File: config.mk
export PLATFORM = sky130hd
export DESIGN_NAME = trap_ctrl
export DESIGN_NICKNAME = d
export VERILOG_FILES = /design/src/rtl/trap_ctrl.sv
export SDC_FILE = /design/constraint.sdc
export NUM_CORES = 1
export LEC_CHECK = 0
export BUFFER_PORTS_ARGS = -buffer_cell sky130_fd_sc_hd__buf_2
export CAP_MARGIN = 10
export CORE_MARGIN = 5
export CORE_UTILIZATION = 40
export DETAILED_ROUTE_END_ITERATION = 6
export PLACE_DENSITY = 0.76
export SLEW_MARGIN = 5
export SYNTH_ARGS = -nofsm -noshare
export SYNTH_HDL_FRONTEND = slang
export SYNTH_SLANG_ARGS = --single-unit
export TNS_END_PERCENT = 5
File: constraint.sdc
create_clock -name clk -period 1.9 [get_ports clk]
set_input_delay 0.095 -clock clk [delete_from_list [all_inputs] [get_ports clk]]
set_output_delay 0.095 -clock clk [all_outputs]
set_load 0.02 [all_outputs]
File: src/rtl/trap_ctrl.sv
// rtl/trap_ctrl.sv - trap entry / mret sequencer driving csr_regs writes and pc redirect
// Turns ecall, mret or a timer interrupt into a fixed CSR write sequence and a jump.

module trap_ctrl #(
  parameter int               XLEN        = 64,
  parameter logic [XLEN-1:0]  CAUSE_ECALL = 64'd11,
  parameter logic [XLEN-1:0]  CAUSE_TIMER = 64'h8000_0000_0000_0007
) (
  input  logic             clk,
  input  logic             rst,
  input  logic             ecall_i,
  input  logic             mret_i,
  input  logic [XLEN-1:0]  inst_pc_i,
  input  logic             timer_irq_i,
  input  logic             mstatus_mie_i,
  input  logic [XLEN-1:0]  csr_rdata_i,
  output logic [11:0]      csr_raddr_o,
  output logic [11:0]      csr_waddr_o,
  output logic [XLEN-1:0]  csr_wdata_o,
  output logic             csr_wen_o,
  output logic             hold_o,
  output logic             busy_o,
  output logic             jump_flag_o,
  output logic [XLEN-1:0]  jump_addr_o
);

  localparam logic [11:0] ADDR_MSTATUS = 12'h300;
  localparam logic [11:0] ADDR_MTVEC   = 12'h305;
  localparam logic [11:0] ADDR_MEPC    = 12'h341;
  localparam logic [11:0] ADDR_MCAUSE  = 12'h342;

  typedef enum logic [2:0] {
    S_IDLE,
    S_T_MEPC,
    S_T_MCAUSE,
    S_T_MSTATUS,
    S_T_JUMP,
    S_R_MSTATUS,
    S_R_JUMP
  } state_e;

  state_e          state_q, state_d;
  logic [XLEN-1:0] epc_q, epc_d;
  logic [XLEN-1:0] cause_q, cause_d;
  logic            req_hold;
  logic [XLEN-1:0] ms_trap;
  logic [XLEN-1:0] ms_ret;

  always_ff @(posedge clk or negedge rst) begin
    if (!rst) begin
      state_q <= S_IDLE;
      epc_q   <= '0;
      cause_q <= '0;
    end else begin
      state_q <= state_d;
      epc_q   <= epc_d;
      cause_q <= cause_d;
    end
  end

  // mstatus rewrites: trap saves MIE into MPIE and enters M-mode; mret restores MIE.
  always_comb begin
    ms_trap      = csr_rdata_i;
    ms_trap[7]   = csr_rdata_i[3];
    ms_trap[3]   = 1'b0;
    ms_trap[12:11] = 2'b11;
    ms_ret       = csr_rdata_i;
    ms_ret[3]    = csr_rdata_i[7];
    ms_ret[7]    = 1'b1;
  end

  always_comb begin
    state_d     = state_q;
    epc_d       = epc_q;
    cause_d     = cause_q;
    req_hold    = 1'b0;
    csr_raddr_o = '0;
    csr_waddr_o = '0;
    csr_wdata_o = '0;
    csr_wen_o   = 1'b0;
    jump_flag_o = 1'b0;
    jump_addr_o = '0;
    unique case (state_q)
      S_IDLE: begin
        if (ecall_i) begin
          req_hold = 1'b1;
          epc_d    = inst_pc_i;
          cause_d  = CAUSE_ECALL;
          state_d  = S_T_MEPC;
        end else if (mret_i) begin
          req_hold = 1'b1;
          state_d  = S_R_MSTATUS;
        end else if (timer_irq_i && mstatus_mie_i) begin
          req_hold = 1'b1;
          epc_d    = inst_pc_i;
          cause_d  = CAUSE_TIMER;
          state_d  = S_T_MEPC;
        end
      end
      S_T_MEPC: begin
        csr_wen_o   = 1'b1;
        csr_waddr_o = ADDR_MEPC;
        csr_wdata_o = epc_q;
        state_d     = S_T_MCAUSE;
      end
      S_T_MCAUSE: begin
        csr_wen_o   = 1'b1;
        csr_waddr_o = ADDR_MCAUSE;
        csr_wdata_o = cause_q;
        state_d     = S_T_MSTATUS;
      end
      S_T_MSTATUS: begin
        csr_raddr_o = ADDR_MSTATUS;
        csr_wen_o   = 1'b1;
        csr_waddr_o = ADDR_MSTATUS;
        csr_wdata_o = ms_trap;
        state_d     = S_T_JUMP;
      end
      S_T_JUMP: begin
        csr_raddr_o = ADDR_MTVEC;
        jump_flag_o = 1'b1;
        jump_addr_o = {csr_rdata_i[XLEN-1:2], 2'b00};
        state_d     = S_IDLE;
      end
      S_R_MSTATUS: begin
        csr_raddr_o = ADDR_MSTATUS;
        csr_wen_o   = 1'b1;
        csr_waddr_o = ADDR_MSTATUS;
        csr_wdata_o = ms_ret;
        state_d     = S_R_JUMP;
      end
      S_R_JUMP: begin
        csr_raddr_o = ADDR_MEPC;
        jump_flag_o = 1'b1;
        jump_addr_o = csr_rdata_i;
        state_d     = S_IDLE;
      end
      default: state_d = S_IDLE;
    endcase
  end

  assign busy_o = (state_q != S_IDLE);
  // Gate the detect-cycle stall with reset so every output is 0 while rst is low.
  assign hold_o = busy_o | (req_hold & rst);

endmodule
==> out/metrics.yaml <==
outcome:
  outcome: "complete, but fails checks"
  violations: "negative hold slack, negative setup slack"
sta:
  hold_ws_ns: -0.02348
  setup_viol: 2
  finalHoldViolCount: 7
  period_minus_slack_ns: 1.927
  tns_ns: -0.05431
  timing.final.ws_setup_ns: -0.02724
  fin_crit_sh_pct: 101.4
  fin_skew_ns: 0.009930
  worstMarginPinSlew_ns: 0.8966
  fmax_mhz: 518.9
  relSlewSlack_pct: 40.23
  rsz0062_at_grt: "true"
  drv_slew: 0
power:
  power_uw: 11390
  leakage_uw: 0.003623
  clkPwrFrac_pct: 11.8
  p_int_uw: 6600
  seqPwrFrac_pct: 24.0
  power.switching_uw: 4794
  switching_share_pct: 42.08
  powerDensity_nw_per_um2: 1673
  combPwrFrac_pct: 64.2
  ir_drop_v: 0.0009373
synthesis:
  yosysSeqAreaShare_pct: 42.26
  synth.avg_cell_area_um2: 11.45
  synth.top_cells.by_area: "dfrtp_1 42%, a22o_1 12%, mux2_2 10%, mux2_4 9.8%, and2_1 9.7%"
  synth.top_cell.area_share_pct: 42.26
  synthesis.instances: 362
  syn_area_um2: 4145
  synth_area_leader_cell: "dfrtp_1"
  yosysUniqueCellTypes: 35
  synth-seq-cells: 70
  ys_warn_count: 0
flow_run:
  drv_cap: 0
route:
  postRouteWirelength_um: 14680
  drc: 0
  avgRoutedWirePerCell_um: 17.52
  drtIter0Drc: 230
  ant_nets: 0
  via_per_inst: 5.014
  vias: 4202
  drt_pass1_iterations: 5
clock_tree:
  numCtsBuffers: 9
  cts.sinks: 70
  clkLatencyLatePin_ns: 0.34
  htree_levels: 3
  cts_tree: "done"
  clkTransAtPathRegs_ns: 0.08
  cts_root_buf: "clkbuf_8"
  clockBufferDepth: 2
setup_path:
  critical_path_arrival_ns: 1.83
  critPathCaptureType: "output port"
  worstPathRequired_ns: 1.80
  ff2ff_path_depth: 5
  setup.worst_path.start_class: "flop"
  cp_max_fo: 29
  critical_path_class: "reg2out"
placed_design:
  dp_hpwl_um: 9774
  gp_congestion: 0.8927
  pre_cts_ws_ns: 0.1750
  port_buffers: 275
final_layout:
  final_util_pct: 66.55
  antenna_cells: 0
  final_layout_size_suffix_gt1_share_pct: 55.13
  syn2layout_area_growth_pct: 64.26
  nets: 831
die:
  io_pins: 290
  core_um2: 10230
  die_w_um: 111.8
  initial_core_util_pct: 40.52
  dieArea_um2: 12500
  die_y_um: 111.8
  rows: 37
worst_hold_path:
  hold_class: "in2async"
grt:
  globalRoute.totalOverflow: 0
  grtUsageMet3_pct: 6.033
  grtUsageMet2_pct: 38.93
  first_global_vias: 4436
  grt_max_degree: 71
  antenna_found_initial: 0
  grt_pass1_wl_um: 22410
  met1_usage_pct: 25.25
  top_usage_layer: "met2"
  track_usage_pct: 21.82
-- cell usage after synthesis, drive strengths merged --
master / instances
dfrtp: 70
a21oi: 1
nand2: 9
o21a: 1
o2bb2ai: 1
nand2b: 4
o21ai: 3
buf: 35
clkbuf: 13
nor2b: 5
o311a: 1
mux2: 64
and2: 64
and3b: 2
a21boi: 2
a22oi: 1
a211o: 1
nand3b: 2
and3: 2
nor3: 2
o211ai: 4
nor2: 3
a31o: 1
o21bai: 2
conb: 1
inv: 5
a22o: 57
or2: 1
mux2i: 5
-- per-layer routing --
layer	routed length, µm	up-vias
met5	0	-
li1	-	1925
met1	5378	2021
met3	1124	40
met4	431	0
met2	7743	216
-- power groups by stage --
| stage | Clock (µW) | Combinational [µW] | Sequential, µW |
|---|---|---|---|
| 4_1_cts | 1370 | 6530 | 2750 |
| 2_1_floorplan | 0 | 4630 | 2560 |
| 5_1_grt | 1440 | 7750 | 2830 |
| 3_5_place_dp | 0 | 6250 | 2790 |
| 3_3_place_gp | 0 | 6140 | 2760 |
| 6_report | 1340 | 7310 | 2740 |
-- critical path: stages, from the launching register on --
cell	delay (ns)
dfrtp_2	0.40
buf_4	0.14
nor2b_1	0.04
o21a_2	0.24
buf_12	0.17
or2_2	0.31
buf_2	0.16
-- what timing repair did --
action	in CTS	in global routing
resized for setup	9	88
pin swaps	1	27
cloned	0	0
hold buffers	64	0
buffers inserted	4	2
endpoints found under the setup margin	130	125
endpoints found under the hold margin	64	0
-- through the flow --
step / cells / area, µm² / hold slack [ns]
final: 838 / 6809 / -0.02348
after global routing: 838 / 6809 / 0.001876
after floorplan: 375 / 4194 / -0.2006
after detailed placement: 752 / 5617 / 0.3293
after global placement: 752 / 5617 / 0.3268
after CTS: 836 / 6535 / 0.001134
-- worst paths after layout --
kind	endpoint	start	slack, ns
max	csr_raddr_o[8]	state_q[2]	-0.03
min	epc_q[7]	rst	-0.02
max reg2reg	epc_q[61]	state_q[0]	0.20
min reg2reg	epc_q[50]	epc_q[50]	0.51
max in group asynchronous	state_q[1]	rst	1.26
min in group clk	state_q[2]	mret_i	0.02
-- state kept, by name, indices dropped and copies added, names as in the netlist --
| signal | cells |
|---|---|
| epc_q | 64 |
| state_q | 3 |
| cause_q | 3 |
-- kinds of logic (layout without fill, tap and decap cells) --
logic type / Yosys count / in the layout / synth area share (%)
simple gates: 94 / 94 / 13.85
buf+inv: 53 / 380 / 7.455
mux: 69 / 69 / 21.04
other cells: 1 / 14 / 0.09047
flops: 70 / 70 / 42.26
compound gates: 75 / 75 / 15.30
-- area by class of cell --
cell class                      instances  area (µm²)
Fill cell                             756        3422
Timing Repair Buffer                  359        2477
Multi-Input combinational cell        252        2166
Sequential cell                        70        1755
Tap cell                              136       170.2
Clock buffer                            9       123.9
Clock inverter                          7       97.59
Inverter                                5       18.77
-- cell usage in the layout, fill, tap and decap left out, types with 2 or more instances in the layout --
master / synthesis / final
buf_2: 13 / 218
dfrtp_1: 70 / 67
and2_1: 64 / 64
dlygate4sd3_1: 0 / 64
a22o_1: 57 / 57
buf_4: 17 / 44
mux2_2: 37 / 37
buf_6: 4 / 28
mux2_4: 27 / 27
conb_1: 1 / 14
nand2_1: 9 / 9
clkbuf_8: 0 / 9
inv_1: 5 / 5
mux2i_1: 5 / 5
buf_12: 0 / 5
nand2b_1: 4 / 4
o211ai_1: 4 / 4
nor2b_1: 5 / 3
dfrtp_2: 0 / 3
nor2_1: 3 / 2
o21bai_1: 2 / 2
a21boi_0: 2 / 2
o21ai_0: 2 / 2
nor2b_4: 0 / 2
nand3b_1: 2 / 2
and3_1: 2 / 2
clkinvlp_4: 0 / 2
bufinv_16: 0 / 2
Power figures use the tool's default switching activity.
